==> src/rtl/freq_div_pkg.sv <==
// Shared types and constants for the freq_div_ctrl tick scheduler.
package freq_div_pkg;

   typedef enum logic [1:0] {
      CH_IDLE = 2'd0,
      CH_RUN  = 2'd1,
      CH_PEND = 2'd2
   } chan_state_e;

   localparam int PRE_DIV_DEFAULT = 1000;

   // A divisor of 0 is meaningless for a tick period, so it is treated as 1.
   function automatic logic [31:0] div_at_least_one(input logic [31:0] div);
      return (div == 32'd0) ? 32'd1 : div;
   endfunction

endpackage

==> src/rtl/freq_div_chan.sv <==
// One scheduler channel: divides the shared base tick by a programmable ratio.
// Divisor updates on a running channel wait for the current period to finish.
// Optional divided-clock output is built when FREQ_DIV_CTRL_CLKOUT_EN is defined.
//
// state   | meaning
// --------+-----------------------------------------------------------
// S_IDLE  | channel stopped, counter held at 0, no ticks
// S_RUN   | counting base ticks against div, tick on each wrap
// S_PEND  | counting with old div; shadow is loaded into div at the wrap
module freq_div_chan
   import freq_div_pkg::*;
#(
   parameter int DIV_W = 16
)(
   input  logic             clk,
   input  logic             reset,
   input  logic             base_tick,
   input  logic             load,
   input  logic             cfg_en,
   input  logic [DIV_W-1:0] cfg_div,
   output logic             tick,
   output logic             active,
   output logic             pending
`ifdef FREQ_DIV_CTRL_CLKOUT_EN
   ,
   output logic             clk_div
`endif
);

   localparam logic [1:0] S_IDLE = 2'(CH_IDLE);
   localparam logic [1:0] S_RUN  = 2'(CH_RUN);
   localparam logic [1:0] S_PEND = 2'(CH_PEND);

   logic [1:0]       state;
   logic [DIV_W-1:0] cnt;
   logic [DIV_W-1:0] div;
   logic [DIV_W-1:0] shadow;
   logic [DIV_W-1:0] cfg_div_eff;
   logic             wrap;

   assign cfg_div_eff = DIV_W'(div_at_least_one(32'(cfg_div)));

   // div is never 0, so div-1 cannot underflow and cnt never exceeds div-1.
   assign wrap    = base_tick && (state != S_IDLE) && (cnt == div - DIV_W'(1));
   assign active  = (state != S_IDLE);
   assign pending = (state == S_PEND);

   // Channel FSM, period counter, divisor/shadow registers and tick pulse.
   always_ff @(posedge clk) begin
      if (!reset) begin
         state  <= S_IDLE;
         cnt    <= '0;
         div    <= DIV_W'(1);
         shadow <= DIV_W'(1);
         tick   <= 1'b0;
`ifdef FREQ_DIV_CTRL_CLKOUT_EN
         clk_div <= 1'b0;
`endif
      end else begin
         tick <= wrap;
`ifdef FREQ_DIV_CTRL_CLKOUT_EN
         if (wrap) begin
            clk_div <= ~clk_div;
         end
`endif
         case (state)
            S_IDLE: begin
               if (load && cfg_en) begin
                  div   <= cfg_div_eff;
                  cnt   <= '0;
                  state <= S_RUN;
               end
            end
            S_RUN: begin
               if (base_tick) begin
                  cnt <= wrap ? '0 : cnt + DIV_W'(1);
               end
               // A wrap on the same cycle as the update still completes with the old div.
               if (load) begin
                  if (cfg_en) begin
                     shadow <= cfg_div_eff;
                     state  <= S_PEND;
                  end else begin
                     cnt   <= '0;
                     state <= S_IDLE;
`ifdef FREQ_DIV_CTRL_CLKOUT_EN
                     clk_div <= 1'b0;
`endif
                  end
               end
            end
            S_PEND: begin
               if (base_tick) begin
                  cnt <= wrap ? '0 : cnt + DIV_W'(1);
               end
               if (wrap) begin
                  div   <= shadow;
                  state <= S_RUN;
               end
            end
            default: begin
               cnt   <= '0;
               state <= S_IDLE;
            end
         endcase
      end
   end

endmodule

==> src/rtl/freq_div_ctrl.sv <==
// Multi-channel tick scheduler: one shared base prescaler feeding NCH
// independently programmable channel dividers, configured over valid/ready.
// Define FREQ_DIV_CTRL_CLKOUT_EN to add the per-channel clk_div output.
module freq_div_ctrl
   import freq_div_pkg::*;
#(
   parameter int NCH     = 4,
   parameter int DIV_W   = 16,
   parameter int PRE_DIV = PRE_DIV_DEFAULT
)(
   input  logic                   clk,
   input  logic                   reset,
   input  logic                   cfg_valid,
   output logic                   cfg_ready,
   input  logic [$clog2(NCH)-1:0] cfg_ch,
   input  logic                   cfg_en,
   input  logic [DIV_W-1:0]       cfg_div,
   output logic [NCH-1:0]         tick,
   output logic [NCH-1:0]         active,
`ifdef FREQ_DIV_CTRL_CLKOUT_EN
   output logic [NCH-1:0]         clk_div,
`endif
   output logic [NCH-1:0]         pending
);

   localparam int CHW = $clog2(NCH);
   localparam int PW  = $clog2(PRE_DIV);

   logic [PW-1:0] pre_cnt;
   logic          base_tick;
   logic          accept;

   assign base_tick = (pre_cnt == PW'(PRE_DIV - 1));

   // Free-running base prescaler; channel activity never disturbs its phase.
   always_ff @(posedge clk) begin
      if (!reset) begin
         pre_cnt <= '0;
      end else begin
         pre_cnt <= base_tick ? '0 : pre_cnt + PW'(1);
      end
   end

   // A channel waiting for its period boundary holds off further requests to it.
   assign cfg_ready = !pending[cfg_ch];
   assign accept    = cfg_valid && cfg_ready;

   for (genvar i = 0; i < NCH; i++) begin : g_chan
      logic load;

      assign load = accept && (cfg_ch == CHW'(i));

      freq_div_chan #(
         .DIV_W (DIV_W)
      ) u_chan (
         .clk       (clk),
         .reset     (reset),
         .base_tick (base_tick),
         .load      (load),
         .cfg_en    (cfg_en),
         .cfg_div   (cfg_div),
         .tick      (tick[i]),
         .active    (active[i]),
`ifdef FREQ_DIV_CTRL_CLKOUT_EN
         .clk_div   (clk_div[i]),
`endif
         .pending   (pending[i])
      );
   end

endmodule

==> config.mk <==
export PLATFORM = sky130hd
export DESIGN_NAME = freq_div_ctrl
export DESIGN_NICKNAME = d
export VERILOG_FILES = /design/src/rtl/freq_div_pkg.sv /design/src/rtl/freq_div_chan.sv /design/src/rtl/freq_div_ctrl.sv
export SDC_FILE = /design/constraint.sdc
export NUM_CORES = 1
export LEC_CHECK = 0
export BUFFER_PORTS_ARGS = -buffer_cell sky130_fd_sc_hd__buf_2
export CORE_MARGIN = 10
export CORE_UTILIZATION = 43
export DETAILED_ROUTE_END_ITERATION = 10
export PLACE_DENSITY = 0.72
export SLEW_MARGIN = 10
export SYNTH_ARGS = -nofsm -noshare
export SYNTH_HDL_FRONTEND = slang
export SYNTH_SLANG_ARGS = --single-unit
==> constraint.sdc <==
create_clock -name clk -period 3.5 [get_ports clk]
set_clock_uncertainty 0.1 [all_clocks]
set_input_delay 0 -clock clk [delete_from_list [all_inputs] [get_ports clk]]
set_output_delay 0 -clock clk [all_outputs]
set_load 0.02 [all_outputs]
==> results of run 1 <==
-- stage by stage --
stage               power [W]  setup slack, ns  instances  cell area, um^2  util (%)
floorplan             0.00412            0.222       1543            12400         -
detailed placement    0.00452            0.168       1879            12800      45.0
global placement      0.00447            0.240       1879            12800      45.0
finish                0.00710            0.221       1937            13900      48.5
global route          0.00745          0.00668       1937            13900      48.5
CTS                   0.00713            0.157       1937            13800      48.5
-- kinds of logic (layout without fill, tap and decap cells) --
group                      after synthesis  in the layout  synth area share (%)
AOI/OAI and AO/OA                      330            330                  17.6
xor gates and xnor gates               116            116                  8.20
adders and majority gates               25             25                  2.52
buffers and inverters                  163            173                  5.78
DFF                                    214            214                  34.6
muxes                                   71             71                  5.88
and+or+nand+nor                        624            624                  25.4
-- state kept, by name, indices dropped and copies added, names as in the netlist --
name                  flops
g_chan.u_chan.state       8
g_chan.u_chan.div        64
pre_cnt                  10
g_chan.u_chan.tick        4
g_chan.u_chan.shadow     64
g_chan.u_chan.cnt        64
-- worst max-delay path, delay by kind of cell, from the launching register on --
| kind | cells | cell delay (ns) |
|---|---|---|
| compound gates | 2 | 0.40 |
| xor+xnor | 1 | 0.23 |
| fa+ha+maj | 1 | 0.15 |
| buf+inv | 3 | 0.49 |
| flops | 1 | 0.31 |
| simple gates | 5 | 1.48 |
-- layer usage --
| metal | vias to the layer above | part of all wire [%] | global-route usage [%] | wire [um] |
|---|---|---|---|---|
| li1 | 5526 | - | - | - |
| met1 | 5288 | 43 | 22.0 | 13900 |
| met2 | 310 | 48 | 30.1 | 15600 |
| met3 | 66 | 6.4 | 3.00 | 2070 |
| met4 | 4 | 2.0 | 4.64 | 633 |
| met5 | - | 0.074 | 0 | 24 |
-- power groups by stage --
stage	registers [W]	clock network (W)	logic (W)
floorplan	0.00275	0	0.00136
global placement	0.00285	0	0.00163
detailed placement	0.00286	0	0.00167
CTS	0.00280	0.00264	0.00169
global route	0.00283	0.00273	0.00188
finish	0.00281	0.00259	0.00170
-- cells in the final DEF, fill, tap and decap left out, drive strengths merged, types with 52 or more instances in the layout --
cell and n:
a21oi 110, buf 76, dfxtp 214, mux2i 66
nand2 197, nand3 80, nor2 126, o21ai 52
xnor2 52, xor2 64
-- path summary, 6_finish.rpt --
| check | from | endpoint | slack (ns) | depth (start not counted) |
|---|---|---|---|---|
| hold / removal | cfg_valid | g_chan[2].u_chan.state[0] | 0.03 | 4 |
| setup / recovery | g_chan[3].u_chan.div[0] | g_chan[3].u_chan.div[8] | 0.22 | 12 |
| hold reg to reg | pre_cnt[0] | pre_cnt[0] | 0.34 | 1 |
| setup reg to reg | g_chan[3].u_chan.div[0] | g_chan[3].u_chan.div[8] | 0.22 | 12 |
-- final cells by class --
class	instances	area, um^2
timing repair buffer	94	707
multi-input combinational	1166	7420
clock inverter	6	109
fill	2774	14700
clock buffer	34	699
inverter	39	148
tap	384	480
sequential	214	4280
-- timing repair --
item / in CTS / in global routing
hold buffers: 18 / 0
gates resized for setup: 0 / 3
hold endpoints to repair: 137 / 0
endpoints found under the setup margin: 0 / 11
==> reports/qor.csv, run 1 <==
stage,metric,value,unit
synthesis,Synth warnings,0,
synthesis,Yosys top cell area share,34.6,%
power_and_ir_drop,Switching Share,31.3,%
placement,PortBufs,34,
floorplanning,die area,36000,um^2
timing,worst slew pin tran,1.08,ns
clocking,clk_lat worst skew,0.52,ns
min_path,Worst Hold Class,in -> reg,
power_and_ir_drop,switching power,0.00223,W
power_and_ir_drop,Pleak,4.92,nW
floorplanning,FP Rows,62,
clocking,htree depth,1,
clocking,Clock Tree Buf Depth,3,
power_and_ir_drop,Reg power frac,39.5,%
global_routing,largest net degree at the start of global routing,105,
cells_and_area,layout cells sized above 1,9.21,%
clocking,Clock Pin Slew Worst Setup and Hold Paths,0.06,ns
synthesis,"FFs w/ async S/R, synth",0,%
timing,Fin Hold WS,0.0281,ns
floorplanning,core area,28500,um^2
synthesis,number of synthesized register bits,214,
routing,"antenna viol nets, final",0,
synthesis,Yosys cell types,86,
status,status,finished clean,
floorplanning,Die Width,190,um
global_routing,GRT overflow,0,
cells_and_area,Layout Nets,1586,
routing,first-pass detailed-route iteration total,5,
setup_path,CP Data Required Time,3.83,ns
floorplanning,IO Count,35,
timing,Final setup viols,0,
power_and_ir_drop,cell-internal power,0.00488,W
setup_path,Worst Path Arrival,3.61,ns
floorplanning,Initial Util,43.4,%
routing,routed wire length,32300,um
routing,routed len/inst,16.7,um
global_routing,first-pass GRT wire length,53500,um
power_and_ir_drop,worst vdd ir,0.462,mV
clocking,Post-CTS Repair Setup Buffers,0,
timing,TNS Setup,0,ns
setup_path,endpoint type of the worst setup path,flop,
setup_path,"Max stage delay cell, worst path",or4_1,
setup_path,crit-path max FO,32,
synthesis,commonest cells in the netlist,"dfxtp_1, nand2_1, nor2_1",
setup_path,crit start category,flop,
clocking,CTS root buf,clkbuf_16,
power_and_ir_drop,Gate power share,24.0,%
synthesis,most frequent cell after synthesis,dfxtp_1,
synthesis,largest cells by area after synthesis,"dfxtp_1, nand2_1, mux2i_1",
synthesis,"Seq/Total Area, Yosys",34.6,%
routing,via count,11194,
routing,Via density,5.78,
timing,unrepaired setup endpoints after global routing,no,
placement,Routability Congestion,0.926,
cells_and_area,diodes inserted,0,
timing,Slew HR,27.3,%
timing,final max-slew violation count,0,
power_and_ir_drop,pwr dens,513,nW/um^2
global_routing,initial antenna violation count,2,
setup_path,CP Class,reg -> reg,
synthesis,dominant cell type by area after synthesis,dfxtp_1,
clocking,clock sink count,214,
setup_path,max incr delay on CP,0.51,ns
power_and_ir_drop,power share of the clock group,36.5,%
synthesis,Post-synth EDFFs,0,
synthesis,Post-Syn Instances,1543,
synthesis,syn nets,1590,
routing,Post-route DRC,0,
global_routing,gr usage total,17.4,%
timing,Fin. Hold Viols,0,
timing,period utilization,93.7,%
cells_and_area,Area Growth Syn to Fin,11.8,%
placement,post-DP HPWL,22100,um
timing,Fmax,305,MHz
synthesis,"Cell Area, Synth",12400,um^2
floorplanning,chip height,190,um
setup_path,"Critical Path, Cell by Cell",inv_1 > ha_1 > or4b_1 > or4_1 > xnor2_1 > nand4_1 > nor4_2 > buf_4 > a22o_1 > buf_12 > nor2_1 > a211oi_1,
clocking,cts bufs inserted,24,
clocking,CTS tree,done,
synthesis,Post-synth top flop,dfxtp_1,
global_routing,vias in the first global route,10748,
timing,crit path time final,3.28,ns
synthesis,Post-Syn Area per Cell,8.03,um^2
routing,initial DRC count,819,
job,# Max-Cap Violations,0,
Note: power is estimated with default switching activity, not from simulation.
==> run 2, diff against run 1 <==
--- a/config.mk
+++ b/config.mk
@@ -6,11 +6,11 @@
 export NUM_CORES = 1
 export LEC_CHECK = 0
 export BUFFER_PORTS_ARGS = -buffer_cell sky130_fd_sc_hd__buf_2
-export CORE_MARGIN = 10
 export CORE_UTILIZATION = 43
 export DETAILED_ROUTE_END_ITERATION = 10
-export PLACE_DENSITY = 0.72
+export PLACE_DENSITY = 0.7
 export SLEW_MARGIN = 10
 export SYNTH_ARGS = -nofsm -noshare
 export SYNTH_HDL_FRONTEND = slang
 export SYNTH_SLANG_ARGS = --single-unit
+export TNS_END_PERCENT = 30
==> constraint.sdc (replaced) <==
create_clock -name clk -period 4.05 [get_ports clk]
set_clock_uncertainty 0.1 [all_clocks]
set_input_delay 0 -clock clk [delete_from_list [all_inputs] [get_ports clk]]
set_output_delay 0 -clock clk [all_outputs]
set_load 0.02 [all_outputs]
==> reports/qor.csv, run 2 (synthesized netlist as in run 1, its figures left out) <==
stage,metric,value,unit,change
floorplanning,Die Width,172,um,-9.5%
setup_path,"Max stage delay cell, worst path",or4_1,,
power_and_ir_drop,pwr dens,439,nW/um^2,-14%
setup_path,Worst R2R End,g_chan[3].u_chan.div[4],,
min_path,WHS Path Cells,4,,unchanged
clocking,CTS root buf,clkbuf_16,,
setup_path,crit-path max FO,32,,unchanged
floorplanning,die area,29500,um^2,-18%
setup_path,CP Data Required Time,4.38,ns,+0.55 ns
clocking,CTS tree,done,,
setup_path,crit start category,flop,,
cells_and_area,layout cells sized above 1,8.26,%,-0.95 points
routing,routed wire length,31200,um,-3.4%
power_and_ir_drop,PnR Total Power,0.00598,W,-16%
timing,Slew HR,25.2,%,-2.2 points
floorplanning,Initial Util,44.1,%,+0.71 points
setup_path,Crit path top cell by count,buf_4,,
global_routing,M1 GR Usage,28.3,%,+6.3 points
global_routing,Top Usage Layer GRT,met2,,
status,status,finished clean,,
power_and_ir_drop,Switching Share,32.0,%,+0.61 points
timing,worst slew pin tran,1.12,ns,+0.0368 ns
setup_path,CP Class,reg -> reg,,
global_routing,GR Util met3,3.29,%,+0.29 points
timing,unrepaired setup endpoints after global routing,no,,
setup_path,endpoint type of the worst setup path,flop,,
clocking,post-CTS resize count,0,,unchanged
setup_path,Worst Path Arrival,3.95,ns,+0.34 ns
cells_and_area,fin util,48.5,%,about the same
timing,Fmax,276,MHz,-9.6%
cells_and_area,fin cells,1916,,-1.1%
floorplanning,FP Rows,61,,-1.6%
power_and_ir_drop,Reg power frac,40.6,%,+1.1 points
floorplanning,IO Count,35,,unchanged
routing,"antenna viol nets, final",0,,unchanged
cells_and_area,biggest regs,"g_chan.u_chan.cnt (64), g_chan.u_chan.div (64), g_chan.u_chan.shadow (64)",,
power_and_ir_drop,cell-internal power,0.00407,W,-17%
routing,via count,11011,,-1.6%
global_routing,GRT overflow,0,,unchanged
clocking,clock sink count,214,,unchanged
clocking,Post-CTS Repair Setup Buffers,0,,unchanged
min_path,Worst Hold Class,in -> reg,,
routing,first-pass detailed-route iteration total,5,,unchanged
clocking,clk_lat worst skew,0.52,ns,about the same
power_and_ir_drop,worst vdd ir,0.389,mV,-16%
cells_and_area,most frequent cells in the layout,"dfxtp_1, nand2_1, nor2_1",,
min_path,hold_sp,cfg_ch[1],,
floorplanning,chip height,172,um,-9.5%
routing,Via density,5.75,,-0.56%
global_routing,largest net degree at the start of global routing,55,,-48%
setup_path,critical path startpoint,g_chan[3].u_chan.div[0],,
timing,crit path time final,3.63,ns,+0.346 ns
routing,routed len/inst,16.3,um,-2.3%
clocking,cts hold-fix bufs,19,,+1
clocking,cts bufs inserted,24,,unchanged
global_routing,first-pass GRT wire length,52400,um,-2.0%
cells_and_area,Layout Nets,1569,,-1.1%
routing,Post-route DRC,0,,unchanged
timing,period utilization,89.5,%,-4.2 points
job,# Max-Cap Violations,0,,unchanged
global_routing,initial antenna violation count,2,,unchanged
cells_and_area,"most common cell after layout, fill and taps aside",dfxtp_1,,
placement,post-DP HPWL,21400,um,-3.1%
clocking,htree depth,1,,unchanged
placement,Routability Congestion,0.888,,-4.1%
setup_path,worst reg-to-reg path cell count,12,,unchanged
timing,Final setup viols,0,,unchanged
setup_path,max incr delay on CP,0.51,ns,about the same
timing,Fin. Hold Viols,0,,unchanged
timing,final max-slew violation count,0,,unchanged
placement,Inst Count DP,1855,,-1.3%
min_path,Min-Delay Endpoint,g_chan[2].u_chan.state[0],,
cells_and_area,Area Growth Syn to Fin,10.0,%,
setup_path,"Critical Path, Cell by Cell",inv_1 > ha_1 > or4b_1 > or4_1 > xnor2_1 > nand4_1 > nor4_2 > buf_4 > a22o_1 > buf_4 > nor2_1 > a211oi_1,,
timing,Fin Hold WS,0.0374,ns,+0.00935 ns
power_and_ir_drop,power share of the clock group,35.7,%,-0.8 points
power_and_ir_drop,Pleak,4.82,nW,-2.1%
global_routing,M2 GR Usage,36.6,%,+6.5 points
clocking,Clock Tree Buf Depth,3,,unchanged
clocking,Clock Pin Slew Worst Setup and Hold Paths,0.06,ns,about the same
setup_path,worst reg2reg setup slack,0.42,ns,+0.20 ns
floorplanning,core area,28100,um^2,-1.6%
global_routing,gr usage total,21.7,%,+4.2 points
global_routing,vias in the first global route,10536,,-2.0%
setup_path,worst r2r src,g_chan[3].u_chan.div[0],,
placement,PortBufs,34,,unchanged
routing,initial DRC count,667,,-19%
power_and_ir_drop,switching power,0.00191,W,-14%
timing,TNS Setup,0,ns,unchanged
power_and_ir_drop,Gate power share,23.7,%,-0.3 points
[run 2: cell types whose count changed in the layout (fill, tap and decap cells not counted), sizes merged]
cell         previous run  this run
buf                    76        58
clkbuf                 34        33
dlygate4sd3            18        19
clkinv                  4         8
diode                   0         1
bufinv                  3         1
[run 2: power by group through the flow]
stage / Clock [W] / Sequential, W / Combinational (W)
2_1_floorplan: 0 / 0.00238 / 0.00118
3_3_place_gp: 0 / 0.00247 / 0.00136
3_5_place_dp: 0 / 0.00247 / 0.00139
4_1_cts: 0.00218 / 0.00242 / 0.00141
5_1_grt: 0.00229 / 0.00245 / 0.00160
6_report: 0.00214 / 0.00243 / 0.00142
[run 2: worst max-delay path: cells and delay by family, from the launching register on]
family | cells | cell delay [ns]
compound gates | 2 | 0.38
fa+ha+maj | 1 | 0.33
buf+inv | 3 | 0.62
flops | 1 | 0.37
xor+xnor | 1 | 0.20
simple gates | 5 | 1.52
[run 2: worst max path at each step]
stage	endpoint	slack, ns	cells after the start
floorplan	g_chan[3].u_chan.state[0]	0.77	13
global placement	g_chan[3].u_chan.cnt[5]	0.54	11
detailed placement	g_chan[3].u_chan.cnt[5]	0.44	11
CTS	g_chan[3].u_chan.cnt[5]	0.40	11
global route	g_chan[3].u_chan.cnt[5]	0.10	11
finish	g_chan[3].u_chan.div[4]	0.42	12
[run 2: metrics by stage]
step           setup WS, ns  area (um^2)
2_1_floorplan         0.772        12400
3_3_place_gp          0.537        12700
3_5_place_dp          0.435        12700
4_1_cts               0.404        13600
5_1_grt               0.104        13600
6_report              0.424        13600
[run 2: cell type report]
type	count	area [um^2]
antenna	1	2.50
inverter	39	148
timing repair buffer	77	541
clock inverter	8	65.1
multi-input combinational	1166	7410
sequential	214	4280
tap	378	473
clock buffer	33	706
fill	2753	14500
[run 2: layer usage]
| layer | share of wire (%) | wire length [um] |
|---|---|---|
| met1 | 45 | 14100 |
| met2 | 47 | 14600 |
| met3 | 5.7 | 1770 |
| met4 | 2.6 | 798 |
| met5 | 0.038 | 12 |
==> run 3, diff against run 2 <==
--- a/config.mk
+++ b/config.mk
@@ -8,6 +8,7 @@
 export BUFFER_PORTS_ARGS = -buffer_cell sky130_fd_sc_hd__buf_2
 export CORE_UTILIZATION = 43
 export DETAILED_ROUTE_END_ITERATION = 10
+export GPL_TIMING_DRIVEN = 0
 export PLACE_DENSITY = 0.7
 export SLEW_MARGIN = 10
 export SYNTH_ARGS = -nofsm -noshare
==> reports/qor.csv, run 3 (synthesized netlist as in run 1, its figures left out) <==
stage,metric,value,unit,change
placement,Inst Count DP,1937,,+4.4%
placement,PortBufs,16,,-53%
floorplanning,IO Count,35,,unchanged
cells_and_area,biggest regs,"g_chan.u_chan.cnt (64), g_chan.u_chan.div (64), g_chan.u_chan.shadow (64)",,
cells_and_area,most frequent cells in the layout,"dfxtp_1, nand2_1, nor2_1",,
timing,Final setup viols,0,,unchanged
cells_and_area,fin util,49.7,%,+1.2 points
routing,initial DRC count,918,,+38%
floorplanning,FP Rows,61,,unchanged
clocking,CTS root buf,clkbuf_16,,
cells_and_area,fin cells,2002,,+4.5%
setup_path,Worst Path Arrival,4.13,ns,+0.18 ns
routing,routed len/inst,17.0,um,+4.2%
power_and_ir_drop,Pleak,4.92,nW,+2.2%
cells_and_area,layout cells sized above 1,7.40,%,-0.86 points
min_path,Worst Hold Class,in -> reg,,
clocking,clk_lat worst skew,0.54,ns,+0.02 ns
cells_and_area,"most common cell after layout, fill and taps aside",dfxtp_1,,
setup_path,crit start category,flop,,
timing,unrepaired setup endpoints after global routing,no,,
timing,Fin. Hold Viols,0,,unchanged
clocking,Post-CTS Repair Setup Buffers,0,,unchanged
global_routing,first-pass GRT wire length,54000,um,+3.1%
cells_and_area,Layout Nets,1651,,+5.2%
power_and_ir_drop,PnR Total Power,0.00611,W,+2.2%
power_and_ir_drop,Gate power share,25.2,%,+1.5 points
timing,crit path time final,3.81,ns,+0.187 ns
timing,Fin Hold WS,0.0365,ns,-0.000914 ns
timing,final max-slew violation count,0,,unchanged
floorplanning,die area,29500,um^2,unchanged
placement,post-DP HPWL,24600,um,+15%
routing,via count,11551,,+4.9%
global_routing,vias in the first global route,10381,,-1.5%
job,# Max-Cap Violations,0,,unchanged
routing,Post-route DRC,0,,unchanged
global_routing,largest net degree at the start of global routing,14,,-75%
power_and_ir_drop,cell-internal power,0.00410,W,+0.84%
timing,period utilization,94.2,%,+4.6 points
placement,Routability Congestion,0.930,,+4.8%
global_routing,initial antenna violation count,2,,unchanged
floorplanning,core area,28100,um^2,unchanged
timing,TNS Setup,0,ns,unchanged
clocking,CTS tree,done,,
power_and_ir_drop,Switching Share,32.9,%,+0.90 points
timing,Fmax,262,MHz,-4.9%
routing,routed wire length,34000,um,+8.8%
clocking,Clock Pin Slew Worst Setup and Hold Paths,0.06,ns,about the same
power_and_ir_drop,pwr dens,438,nW/um^2,-0.19%
clocking,htree depth,1,,unchanged
power_and_ir_drop,switching power,0.00201,W,+5.1%
status,status,finished clean,,
global_routing,gr usage total,22.8,%,+1.2 points
clocking,cts bufs inserted,24,,unchanged
routing,Via density,5.77,,+0.40%
global_routing,GRT overflow,0,,unchanged
setup_path,crit-path max FO,10,,-69%
cells_and_area,Area Growth Syn to Fin,12.7,%,
power_and_ir_drop,worst vdd ir,0.298,mV,-24%
floorplanning,chip height,172,um,unchanged
routing,first-pass detailed-route iteration total,5,,unchanged
clocking,Clock Tree Buf Depth,3,,unchanged
setup_path,CP Class,reg -> reg,,
setup_path,CP Data Required Time,4.37,ns,about the same
floorplanning,Die Width,172,um,unchanged
setup_path,worst reg2reg setup slack,0.24,ns,-0.19 ns
timing,worst slew pin tran,1.20,ns,+0.0839 ns
power_and_ir_drop,Reg power frac,38.9,%,-1.7 points
power_and_ir_drop,power share of the clock group,35.9,%,+0.2 points
setup_path,endpoint type of the worst setup path,flop,,
routing,"antenna viol nets, final",0,,unchanged
timing,Slew HR,18.8,%,-6.4 points
floorplanning,Initial Util,44.1,%,unchanged
clocking,clock sink count,214,,unchanged
[run 3: worst paths after layout]
kind	start	endpoint	cells after the start
max reg2reg	g_chan[3].u_chan.div[0]	g_chan[3].u_chan.state[0]	13
min reg2reg	pre_cnt[0]	pre_cnt[0]	1
max	g_chan[3].u_chan.div[0]	g_chan[3].u_chan.state[0]	13
min	cfg_ch[1]	g_chan[2].u_chan.state[0]	4
[run 3: metrics by stage]
step	area [um^2]	worst slack [ns]
2_1_floorplan	12400	0.772
3_3_place_gp	12900	-0.0672
3_5_place_dp	12900	-0.105
4_1_cts	13900	0.0341
5_1_grt	14000	0.000238
6_report	14000	0.237
[run 3: repair_timing]
item / 4_1_cts / 5_1_grt
setup endpoints to repair: 26 / 34
pin swaps: 0 / 1
hold buffers: 19 / 0
resized for setup: 1 / 7
endpoints found under the hold margin: 76 / 0
[run 3: cell type report]
cell class              count  area (um^2)
fillers                  2765        14100
multi-input cells        1166         7420
flip-flops and latches    214         4280
clock buffers              33          664
plain buffers             124          573
well taps                 378          473
repair buffers             35          270
inverters                  39          146
clock inverters            11          120
diodes                      2         5.00
[run 3: critical path, stage by stage, from the launching register on]
cell       delay, ns
dfxtp_1         0.30
clkbuf_1        0.20
inv_1           0.15
ha_1            0.15
buf_2           0.19
or4b_1          0.50
or4_1           0.51
xnor2_1         0.21
nand4_1         0.19
nor4_4          0.36
clkbuf_4        0.31
and2b_1         0.16
nor3_1          0.06
a2111oi_2       0.32
[run 3: routing by layer]
metal	wire (um)	track usage [%]	share of wire [%]
met1	15400	30.7	45
met2	15500	37.3	46
met3	2180	3.75	6.4
met4	909	7.12	2.7
met5	0	0	0
[run 3: power groups by stage]
stage | Clock [W] | Sequential, W | Combinational (W)
after floorplan | 0 | 0.00238 | 0.00118
after global placement | 0 | 0.00242 | 0.00146
after detailed placement | 0 | 0.00242 | 0.00149
after CTS | 0.00223 | 0.00237 | 0.00152
after global routing | 0.00231 | 0.00239 | 0.00169
final | 0.00220 | 0.00238 | 0.00154
